File: config.mk
export PLATFORM = sky130hd
export DESIGN_NAME = bist_resp_analyzer
export DESIGN_NICKNAME = d
export VERILOG_FILES = /design/src/rtl/bist_resp_analyzer.sv
export SDC_FILE = /design/constraint.sdc
export NUM_CORES = 1
export LEC_CHECK = 0
export ABC_AREA = 1
export BUFFER_PORTS_ARGS = -buffer_cell sky130_fd_sc_hd__buf_4
export CAP_MARGIN = 25
export CORE_MARGIN = 2
export CORE_UTILIZATION = 49
export DETAILED_ROUTE_END_ITERATION = 10
export GPL_ROUTABILITY_DRIVEN = 0
export PLACE_DENSITY = 0.77
export REMOVE_ABC_BUFFERS = 1
export SYNTH_ARGS = -nofsm -noshare
export SYNTH_HDL_FRONTEND = slang
export SYNTH_SLANG_ARGS = --single-unit
File: constraint.sdc
create_clock -name clk -period 2 [get_ports clk]
set_clock_uncertainty 0.15 [all_clocks]
set_input_delay 0.4 -clock clk [delete_from_list [all_inputs] [get_ports clk]]
set_output_delay 0.4 -clock clk [all_outputs]
set_load 0.005 [all_outputs]
File: src/rtl/bist_resp_analyzer.sv
// -----------------------------------------------------------------------------
// bist_resp_analyzer
//   BIST response analyzer. A 16-bit MISR (x^16+x^12+x^5+1) compacts the CUT
//   response between INIT and FINISH pulses from the BIST controller. On
//   FINISH the signature is compared against GOLDEN, and a PASS/FAIL verdict
//   is held with DONE until the next INIT or reset. Out-of-sequence controller
//   activity raises a sticky protocol error.
//
//   Optional feature: define BIST_RA_CYCLE_CHECK_EN to add an 8-bit saturating
//   count of compacted cycles. PASS then also requires count == EXP_CYCLES.
//   Without the macro, the counter is not built.
//
// Parameters
//   DW          width of data_in (at most 16; zero-extended into the MISR)
//   SEED        MISR value loaded on init
//   GOLDEN      expected final signature
//   EXP_CYCLES  expected number of compacted cycles (cycle-check build only)
//
// Ports
//   clk        clock; all state changes on its rising edge
//   reset      asynchronous active-high reset
//   init       one-cycle pulse that starts a test
//   running    data_in is valid for compaction this cycle
//   finish     one-cycle pulse that ends a test
//   data_in    CUT response
//   signature  registered MISR contents
//   done       a verdict is held
//   pass       verdict good (meaningful only while done)
//   fail       verdict bad (meaningful only while done)
//   proto_err  sticky sequence-violation flag, cleared by init or reset
// -----------------------------------------------------------------------------
module bist_resp_analyzer #(
   parameter int unsigned DW         = 8,
   parameter logic [15:0] SEED       = 16'h0000,
   parameter logic [15:0] GOLDEN     = 16'h0000,
   parameter logic [7:0]  EXP_CYCLES = 8'd90
) (
   input  logic          clk,
   input  logic          reset,
   input  logic          init,
   input  logic          running,
   input  logic          finish,
   input  logic [DW-1:0] data_in,
   output logic [15:0]   signature,
   output logic          done,
   output logic          pass,
   output logic          fail,
   output logic          proto_err
);

   typedef enum logic [1:0] {IDLE, ARMED, COMPACT, DONE_S} state_t;

   state_t      state, state_d;
   logic [15:0] sig_d;
   logic        done_d, pass_d, fail_d, proto_d;
   logic        active;
   logic        verdict;
   logic [15:0] d_ext;

   // One MISR step: shift left, feed s[15] back into taps 0, 5 and 12, XOR data.
   function automatic logic [15:0] misr_step(input logic [15:0] s, input logic [15:0] d);
      logic [15:0] n;
      n[0] = s[15] ^ d[0];
      for (int i = 1; i < 16; i++) begin
         n[i] = s[i-1] ^ d[i];
      end
      n[5]  = n[5]  ^ s[15];
      n[12] = n[12] ^ s[15];
      return n;
   endfunction

   assign d_ext  = 16'(data_in);
   // ARMED and COMPACT behave identically apart from the state name.
   assign active = (state == ARMED) || (state == COMPACT);

`ifdef BIST_RA_CYCLE_CHECK_EN
   logic [7:0] count, count_d;

   always_comb begin
      count_d = count;
      if (init) begin
         count_d = 8'd0;
      end else if (!finish && active && running && count != 8'hFF) begin
         count_d = count + 8'd1;
      end
   end

   always_ff @(posedge clk or posedge reset) begin
      if (reset) count <= 8'd0;
      else       count <= count_d;
   end

   assign verdict = (signature == GOLDEN) && (count == EXP_CYCLES);
`else
   assign verdict = (signature == GOLDEN);
`endif

   // State register.
   always_ff @(posedge clk or posedge reset) begin
      if (reset) state <= IDLE;
      else       state <= state_d;
   end

   // Next-state logic: init always wins, any finish lands in DONE_S.
   always_comb begin
      state_d = state;
      if (init) begin
         state_d = ARMED;
      end else if (finish) begin
         state_d = DONE_S;
      end else if (state == ARMED && running) begin
         state_d = COMPACT;
      end
   end

   // Output / datapath next values.
   // NOTE: every signal gets a hold default first so no path leaves it
   // unassigned, which would otherwise infer a latch.
   always_comb begin
      sig_d   = signature;
      done_d  = done;
      pass_d  = pass;
      fail_d  = fail;
      proto_d = proto_err;
      if (init) begin
         sig_d   = SEED;
         done_d  = 1'b0;
         pass_d  = 1'b0;
         fail_d  = 1'b0;
         proto_d = finish;            // init+finish together is a violation
      end else if (finish) begin
         done_d = 1'b1;
         if (active && !running) begin
            pass_d = verdict;
            fail_d = !verdict;
         end else begin
            // Finish outside a test, or finish colliding with running data.
            pass_d  = 1'b0;
            fail_d  = 1'b1;
            proto_d = 1'b1;
         end
      end else if (active && running) begin
         sig_d = misr_step(signature, d_ext);
      end
   end

   // NOTE: sequential state uses non-blocking assignments so every register
   // samples the pre-edge values regardless of statement order.
   always_ff @(posedge clk or posedge reset) begin
      if (reset) begin
         signature <= 16'h0000;
         done      <= 1'b0;
         pass      <= 1'b0;
         fail      <= 1'b0;
         proto_err <= 1'b0;
      end else begin
         signature <= sig_d;
         done      <= done_d;
         pass      <= pass_d;
         fail      <= fail_d;
         proto_err <= proto_d;
      end
   end

endmodule

[Yosys cells after proc, flatten, opt, wreduce, memory -nomap -nowiden]
Cells that the tools add are included.
Operators by class
  equality and inequality tests: 4
  muxes and demuxes: 17
  reduce and logical (&&, ||, !) cells: 12
  bitwise logic cells: 10
Operator list (count)
  $mux 16: 3
  $logic_not 16->1: 1
  $mux 1: 11
  $xor 1x1->1: 10
  $mux 2: 3
  $ne 2x2->1 const B: 2
  $reduce_and 2->1: 2
  $reduce_bool 2->1: 2
  $logic_and 1x1->1: 3
  $reduce_bool 3->1: 1
  $eq 2x1->1 const B: 1
  $eq 2x2->1 const B: 1
  $logic_not 1->1: 2
  $logic_or 1x1->1: 1
Word-level totals
  output and inout bits: 20
  bits of input ports: 13
  bits in registers: 22

[Logic depth before layout (Yosys ltp)]
Gate-level depths: netlist of the first run.
  depth after elaboration: 6
  depth in mapped cells: 8

[Worst setup path after synthesis of the first run]
OpenSTA, ideal clock, no wires.
  path kind: flip-flop to flip-flop
  start point: reg state[0]
  end point: reg signature[4]
  library setup time: 0.080 ns
  data required time: 1.770 ns
  period minus slack after synthesis: 1.471 ns
  setup slack: 0.529 ns
  cell stages (with the launch flop): 7
  arrival: 1.241 ns
  cells stage by stage: dfrtp_1 > ha_1 > nand3b_4 > nor2_4 > inv_2 > buf_6 > o22ai_2
On the way
  longest elaborated chain between the ends: 5
  elaborated cells on any way between the ends: 6
Ends and longest elaborated chain
  start: declaration: RTL line 53  | state_t state, state_d;
  start signal: assignment: RTL line 101  | else state <= state_d;
  $eq 2x1->1 or $eq 2x2->1 (tied branches): RTL line 74  | assign active = (state == ARMED) || (state == COMPACT);
  $logic_or 1x1->1 (*): RTL line 74
  $logic_and 1x1->1 (*): RTL line 142  | end else if (active && running) begin
  $reduce_bool 2->1 (no line) (*)
  $reduce_and 2->1 (no line) (*)
  end signal: assignment: RTL line 157  | signature <= sig_d;
  end: declaration: RTL line 44  | output logic [15:0] signature,
Mark *: on every way between the ends. The rest lies on a longest branch, timed or not.
A chain may end at the register's enable or synchronous reset.

[Worst setup path after layout of the first run]
  start point: reg state[0]
  end point: reg signature[6]
The elaborated chain is that of the path after synthesis.

==> results by group, run 1 <==
Setup path
  – R2R setup slack: 320 ps
  – Crit path launch type: flop
  – Buf+Inv Stages, Crit Path: 1
  – Critical path, cell by cell: ha_1 -> nand3b_4 -> nor2_4 -> inv_2 -> o21ai_0
  – Top delay family on crit path: flip-flops
  – CP max stage cell: dfrtp_1
  – Slowest stage delay, CP: 400 ps
  – Kind of critical path: flop to flop
  – Setup crit end kind: flop
  – Critical path peak fanout: 15
  – Worst reg2reg startpoint: state[0]
  – Setup crit start: state[0]
  – CP Data Required Time: 2070 ps
  – CP Data Arrival Time: 1750 ps

STA
  – Final Hold Vio Count: 0
  – Setup TNS: 0 ps
  – Min Tclk post-route: approximately 1700 ps
  – Final Cycle Share: a little over four fifths
  – Rel. slew slack: 77.7%
  – Final setup viols: 0
  – Final Slew Violations: 0
  – RSZ-0062 raised after global routing: no
  – Tightest Pin Transition: roughly 330 ps
  – Fmax: 597 MHz

Clock network
  – H-tree Lvls: 1
  – Root buf cell: clkbuf_4
  – CTS Hold Buffers Added: 1
  – Worst-Skew Late Latency: 310 ps
  – Number of CTS-inserted buffers: 3
  – Clock sink total: 22
  – CTS tree: built
  – Clock-pin slew on the worst setup and hold paths: 120 ps
  – Setup Fix Bufs, Post-CTS: 0
  – Clock Tree Buf Depth: 2
  – Post_cts resized: 0

Floorplan
  – Die W: 51.0 um
  – DIE HEIGHT: 51.0 um
  – Num ports: 33
  – Total Die Area: 0.00260 mm2
  – Placeable Area: about 0.0021 mm2
  – FP Rows: 17
  – Initial Util: about half

Yosys
  – Synth area leaders: dfrtp_1 (51%), o22ai_2 (12%), xnor2_1 (7.3%)
  – Top-count cell post-synth: dfrtp_1
  – Yosys cell types: 17
  – Number of synthesized flops with an enable pin: 0
  – Largest area contributor in the netlist: dfrtp_1
  – Post-synthesis sequential area ratio: 50.9%
  – #FFs+latches synth: 22
  – Cells after synthesis: about 110
  – Synth Flop Type: dfrtp_1
  – Share of the synthesized area in the top cell type: 50.9%
  – Post-synthesis instance area: 0.00108 mm2
  – Synth Area per Inst: 10.0 um2
  – Yosys warns: 0
  – Top post-synthesis cells by count: dfrtp_1 (22), nor2_1 (14), inv_1 (13), nand2_1 (13), o22ai_2 (10)
  – Post-synth ARST share: 100%

Global routing
  – First-pass GRT wire length: 3660 um
  – Largest net degree at the start of global routing: 23
  – Total gr overflow: 0
  – Number of global-route vias before repair: approximately 850
  – Initial antenna violation count: 0
  – Tot GR Track Use: a little under a fifth

Placement
  – Port Buffer Count: 32
  – HPWL after DPL: 1650 um
  – Post-DP Area: roughly 0.0013 mm2

Pwr
  – Internal: 0.642 mW
  – Psw: 0.218 mW
  – Peak supply drop: 426 uV
  – P_leak: 0.665 nW
  – Power Density: ~620 mW/mm2
  – Clock power frac: between 20% and 30%
  – Combinational share of power: 16.5%
  – Sw frac: 25.3%
  – Reg power frac: ~55%

Drt
  – First-pass DRT Iterations: 3
  – Routed vias: 849
  – Vias per cell: ~5
  – Number of DRC markers in iteration 0: 11
  – DRC: 0
  – WL/cell: around 13 um
  – Detail Route Antenna Nets: 0
  – Overall routed net length: 2170 um

Cells and area
  – Filler instances: ~190
  – Design area: between 0.001 and 0.0015 mm2
  – Area added between synthesis and finish: 28.4%
  – ANT cells: 0
  – Multi-input logic area: 448 um2
  – Nets: around 160
  – Proportion of layout cells with a drive suffix above 1: 36.8%
  – Area taken by flip-flops and latches: 551 um2

Run
  – Max-cap violations: 0

Status
  – Status: finished clean

Min path
  – Hold_sp: init
  – Hold crit path type: input pin to flop
## registers in the layout, indices dropped and copies added (netlist names)
register,cells
signature,16
state,2
done,1
fail,1
pass,1
proto_err,1
## area by class of cell
type	count	share of cell area, %
Sequential cell	22	39.7
Multi-Input combinational cell	68	32.3
Timing Repair Buffer	34	18.6
Tap cell	28	2.52
Inverter	16	4.33
Clock buffer	4	2.61
## logic make-up (layout without fill, tap and decap cells)
family                     Yosys count  after routing  share of synthesized area [%]
DFF                                 22             22                           50.9
buffers and inverters               18             54                           7.64
adders and majority gates            1              1                           1.16
and+or+nand+nor                     40             40                           17.5
AOI/OAI and AO/OA                   18             18                           15.5
xor gates and xnor gates             9              9                           7.29
## routing by layer
| metal | global-route usage [%] | up-vias | routed length, um | share of wire [%] |
|---|---|---|---|---|
| li1 | - | 420 | - | - |
| met1 | 24.8 | 402 | 949 | 44 |
| met2 | 32.0 | 25 | 1090 | 50 |
| met3 | 3.51 | 2 | 109 | 5.0 |
| met4 | 4.05 | 0 | 19 | 0.88 |
| met5 | 0 | - | 0 | 0 |
## power by group through the flow
| stage | clock, mW | sequential (mW) | combinational (mW) |
|---|---|---|---|
| floorplan | 0 | 0.484 | 0.0766 |
| global placement | 0 | 0.484 | 0.139 |
| detailed placement | 0 | 0.484 | 0.142 |
| CTS | 0.249 | 0.476 | 0.145 |
| global route | 0.272 | 0.478 | 0.158 |
| finish | 0.242 | 0.475 | 0.142 |
## cells in the final DEF, fill, tap and decap left out, drive strengths merged
master | synthesis | final
nand3b | 1 | 1
xnor2 | 9 | 9
nor3 | 1 | 1
o22ai | 11 | 11
nand3 | 9 | 9
buf | 2 | 33
nor2 | 15 | 15
dfrtp | 22 | 22
dlygate4sd3 | 0 | 1
a31oi | 1 | 1
inv | 16 | 16
o21ai | 6 | 6
ha | 1 | 1
clkbuf | 0 | 4
nand2 | 14 | 14
## worst register-to-register path: stages (launching register included)
cell and delay [ps]:
dfrtp_1 400, ha_1 330, nand3b_4 220, nor2_4 130, inv_2 150, o21ai_0 220
## path summary, 6_finish.rpt
check | depth (start not counted) | endpoint
worst max-delay path | 5 | signature[6]
worst min-delay path | 2 | done
worst max register to register | 5 | signature[6]
worst min register to register | 2 | state[0]
max in group asynchronous | 4 | signature[12]
min in group asynchronous | 4 | fail
## through the flow
| stage | util (%) | instances | power [mW] | hold WS (ps) | worst slack (ps) |
|---|---|---|---|---|---|
| after floorplan | - | 106 | 0.560 | 239 | 508 |
| after global placement | 62.4 | 167 | 0.623 | 308 | 433 |
| after detailed placement | 62.4 | 167 | 0.627 | 310 | 345 |
| after CTS | 64.6 | 172 | 0.869 | 161 | 318 |
| after global routing | 64.6 | 172 | 0.908 | 154 | 239 |
| final | 64.6 | 172 | 0.860 | 163 | 324 |
(Power assumes the default switching activity.)
==> run 2, diff against run 1 <==
Clock period 2 ns to 1.6 ns, I/O delays scaled along.
==> results by group, run 2 (same netlist as run 1, synthesis figures left out) <==
Status
  – Status: finished clean

Cells and area
  – Proportion of layout cells with a drive suffix above 1: approximately two fifths
  – Area added between synthesis and finish: 33.7%
  – Max reg flops: 16
  – Largest Register: signature
  – ANT cells: 0
  – Nets: 161
  – Biggest regs: signature x16, state x2
  – Commonest non-fill, non-tap cell in the layout: buf_4
  – Highest-count cells in the layout ignoring fill and taps: buf_4 (35), dfrtp_1 (22), nor2_1 (14)

Pwr
  – Reg power frac: between 40% and 50%
  – P_leak: 0.686 nW
  – Psw: 0.291 mW
  – Power Density: 842 mW/mm2
  – Peak supply drop: 513 uV
  – Internal: 0.925 mW
  – Clock power frac: ~36%
  – Sw frac: 23.9%
  – Combinational share of power: between 15 and 20%

Drt
  – DRC: 0
  – Detail Route Antenna Nets: 0
  – WL/cell: 12.8 um
  – Vias per cell: 5.01
  – First-pass DRT Iterations: 4
  – Overall routed net length: 2220 um
  – Number of DRC markers in iteration 0: 8
  – Routed vias: roughly 870

Setup path
  – Kind of critical path: flop to flop
  – Critical path, cell by cell: ha_4 -> nand3b_4 -> nor2_4 -> inv_6 -> o21ai_1
  – CP Data Arrival Time: approximately 1600 ps
  – Critical path peak fanout: 15
  – Setup crit start: state[0]
  – Crit path launch type: flop
  – Setup crit end kind: flop
  – CP max stage cell: dfrtp_1
  – CP Data Required Time: 1710 ps
  – Worst reg2reg startpoint: state[0]
  – Slowest stage delay, CP: 440 ps

STA
  – Final Cycle Share: a little over nine tenths
  – Rel. slew slack: 81.2%
  – Final worst slack: 95.8 ps
  – Final Slew Violations: 0
  – Final setup viols: 0
  – Fmax: 665 MHz
  – Min Tclk post-route: 1500 ps
  – RSZ-0062 raised after global routing: no
  – Worst hold slack: 70.6 ps
  – Final Hold Vio Count: 0
  – Tightest Pin Transition: between 200 and 300 ps

Placement
  – Pre-CTS WS: -7.15 ps
  – Port Buffer Count: 32
  – HPWL after DPL: 1640 um

Global routing
  – Number of global-route vias before repair: 955
  – First-pass GRT wire length: 3950 um
  – Initial antenna violation count: 0
  – Tot GR Track Use: 20.3%
  – Largest net degree at the start of global routing: 23
  – Total gr overflow: 0

Floorplan
  – Num ports: 33
  – DIE HEIGHT: 51.0 um
  – Total Die Area: 0.00260 mm2
  – Placeable Area: 0.00215 mm2
  – Initial Util: between 50% and 60%
  – FP Rows: 17
  – Die W: between 50 and 60 um

Clock network
  – Worst-Skew Late Latency: 320 ps
  – Clock Tree Buf Depth: 2
  – Clock-pin slew on the worst setup and hold paths: 130 ps
  – Root buf cell: clkbuf_4
  – Number of CTS-inserted buffers: 3
  – Clock sink total: 22
  – H-tree Lvls: 1
  – CTS tree: built

Run
  – Max-cap violations: 0

Min path
  – Hold crit path type: input pin to flop
  – Hold_sp: init
==> run 2: cell count changes in the layout (fill, tap and decap cells not counted), sizes merged <==
cell / previous run / this run
buf: 33 / 35
clkbuf: 4 / 3
bufinv: 0 / 1
==> run 2: worst paths after layout <==
kind | endpoint | slack (ps) | depth (start not counted)
max | signature[6] | 100 | 5
min | state[1] | 70 | 2
max reg2reg | signature[6] | 100 | 5
min reg2reg | pass | 350 | 2
max in group asynchronous | signature[1] | 650 | 4
min in group asynchronous | fail | 420 | 4
==> run 2: timing repair <==
action | CTS | global route
endpoints found under the setup margin | 2 | 16
gates cloned | 0 | 0
hold buffers | 1 | 0
buffers inserted | 0 | 1
hold endpoints to repair | 22 | 0
pin swaps | 0 | 1
gates resized for setup | 2 | 9
==> run 2: per-layer routing <==
metal	up-vias	global-route usage (%)	share of wire [%]
met5	-	0	0
met4	0	9.46	1.4
met3	3	3.51	5.5
met2	28	35.7	50
met1	415	23.9	43
li1	426	-	-
==> run 2: stage by stage <==
stage	area [um2]	setup TNS (ps)	instances	utilization (%)	total power [mW]
finish	1450	0	174	67.3	1.22
floorplan	1060	0	106	-	0.700
detailed placement	1350	-7.15	168	62.8	0.784
global placement	1350	0	168	62.8	0.781
global route	1450	0	174	67.3	1.27
CTS	1410	0	173	65.8	1.22
==> run 2: power by group through the flow <==
stage	Combinational [mW]	Sequential [mW]	Clock, mW
2_1_floorplan	0.0958	0.604	0
3_3_place_gp	0.176	0.604	0
3_5_place_dp	0.179	0.605	0
4_1_cts	0.183	0.595	0.441
5_1_grt	0.212	0.600	0.461
6_report	0.189	0.596	0.431
==> run 2: area by class of cell <==
type	instances	area (um2)
clock buffer	3	22.5
clock inverter	1	30.0
fill	167	703
inverter	16	65.1
multi-input combinational	68	469
sequential	22	551
tap	28	35.0
timing repair buffer	36	273
==> run 2: worst max-delay path, delay by kind of cell, from the launching register on <==
| kind | cells | cell delay, ps |
|---|---|---|
| adder cells (fa/ha/maj) | 1 | 260 |
| buffers and inverters | 1 | 100 |
| flip-flops | 1 | 440 |
| AO/OA/AOI/OAI | 1 | 140 |
| AND/OR/NAND/NOR | 2 | 360 |
==> run 3, diff against run 2 <==
Clock period 1.6 ns to 1.4 ns, I/O delays scaled along.
==> results by group, run 3 (same netlist as run 1, synthesis figures left out) <==
Status
  – Status: complete, but fails checks
  – Failing checks: negative setup slack

STA
  – Min Tclk post-route: 1500 ps
  – Rel. slew slack: 81.1%
  – Final Cycle Share: 107%
  – Tightest Pin Transition: 283 ps
  – Final Slew Violations: 0
  – Final Hold Vio Count: 0
  – Fmax: 666 MHz
  – Final setup viols: 17
  – RSZ-0062 raised after global routing: yes
  – Final worst slack: -101 ps

Global routing
  – Grt met3 use: under 10%
  – Met2 usage: 33.5%
  – GR Layer Usage met1: 27.3%
  – Initial antenna violation count: 0
  – First-pass GRT wire length: 3910 um
  – Most Used Layer, Global Route: met2
  – Largest net degree at the start of global routing: 23
  – Tot GR Track Use: 20.6%
  – Number of global-route vias before repair: between 800 and 900
  – Total gr overflow: 0

Cells and area
  – Proportion of layout cells with a drive suffix above 1: 45.3%
  – Commonest non-fill, non-tap cell in the layout: buf_4
  – Largest Register: signature
  – Area added between synthesis and finish: 38.8%
  – Highest-count cells in the layout ignoring fill and taps: buf_4 (36), dfrtp_1 (21), nand2_1 (13)
  – Max reg flops: 16
  – Final Core Density: ~70%
  – ANT cells: 0
  – Nets: around 170
  – Biggest regs: signature x16, state x2

Clock network
  – H-tree Lvls: 1
  – Clock Tree Buf Depth: 2
  – Worst-Skew Late Latency: 310 ps
  – Root buf cell: clkbuf_4
  – Clock sink total: 22
  – Clock-pin slew on the worst setup and hold paths: 130 ps
  – CTS tree: built
  – Number of CTS-inserted buffers: 3

Setup path
  – Setup crit end kind: flop
  – Critical path peak fanout: 2
  – Crit path launch type: flop
  – CP Data Arrival Time: ~1600 ps
  – CP Data Required Time: 1460 ps
  – Kind of critical path: flop to flop

Floorplan
  – Die W: 51.0 um
  – Placeable Area: ~0.0021 mm2
  – Initial Util: 50.3%
  – FP Rows: 17
  – DIE HEIGHT: just over 50 um
  – Total Die Area: 0.00260 mm2
  – Num ports: 33

Placement
  – HPWL after DPL: roughly 1600 um
  – Port Buffer Count: 32

Drt
  – Overall routed net length: 2400 um
  – DRC: 0
  – Number of DRC markers in iteration 0: 4
  – Detail Route Antenna Nets: 0
  – WL/cell: 13.5 um
  – First-pass DRT Iterations: 6
  – Vias per cell: 5.12
  – Routed vias: 912

Pwr
  – Peak supply drop: between 500 and 600 uV
  – Power Density: 859 mW/mm2
  – Total chip power: between 1 and 1.5 mW
  – P_leak: 0.703 nW

Min path
  – Hold crit path type: input pin to flop

Run
  – Max-cap violations: 0
==> run 3: cell count changes in the layout (fill, tap and decap cells not counted), sizes merged <==
cell    change
buf         +3
bufinv      -1
clkbuf      +1
inv         +1
==> run 3: worst max-delay path, stage by stage, from the launching register on <==
cell and delay [ps]:
dfrtp_1 400, inv_2 80, ha_4 200, buf_6 120
nor2_4 80, nand3_2 80, nor2_4 100, nand2_1 70
nand2_1 60, nand2_1 50
==> run 3: metal layers <==
layer / vias up / wire [um]
met5: - / 0
met4: 0 / 28
met3: 4 / 136
met2: 30 / 1200
met1: 441 / 1030
li1: 437 / -
==> run 3: layout make-up <==
class	count	area, um2
tap	28	35.0
clock buffer	4	36.3
fill	183	648
multi-input combinational	68	494
timing repair inverter	1	6.26
inverter	16	65.1
timing repair buffer	39	312
sequential	22	552
==> run 3: power breakdown <==
part | internal [mW] | leakage [nW] | total (mW) | switching, mW
Sequential | 0.660 | 0.292 | 0.680 | 0.0205
Clock | 0.159 | 0.0210 | 0.355 | 0.196
Combinational | 0.126 | 0.391 | 0.253 | 0.127
==> run 3: timing repair <==
action,in CTS,in global routing
pin swaps,3,3
endpoints found under the setup margin,18,20
gates cloned,1,0
hold buffers,1,0
gates resized for setup,11,9
endpoints found under the hold margin,22,0
buffers inserted,0,1
==> run 3: path summary, 6_finish.rpt <==
kind | start | end | slack, ps | depth (start not counted)
max in group asynchronous | reset | signature[15] | 470 | 4
min | init | state[1] | 50 | 2
min in group asynchronous | reset | state[1] | 390 | 4
max | state[1] | fail | -100 | 9
max reg2reg | state[1] | fail | -100 | 9
min reg2reg | pass | pass | 360 | 2
==> run 3: stage by stage <==
stage / hold slack, ps / setup WS (ps) / instances / cell area [um2] / setup TNS (ps)
global route: 33.4 / -171 / 178 / 1500 / -2300
global placement: 190 / -101 / 171 / 1380 / -1290
finish: 47.2 / -101 / 178 / 1500 / -1180
floorplan: 119 / -91.8 / 106 / 1060 / -1190
detailed placement: 194 / -141 / 171 / 1380 / -1910
CTS: 30.0 / -102 / 177 / 1460 / -1530
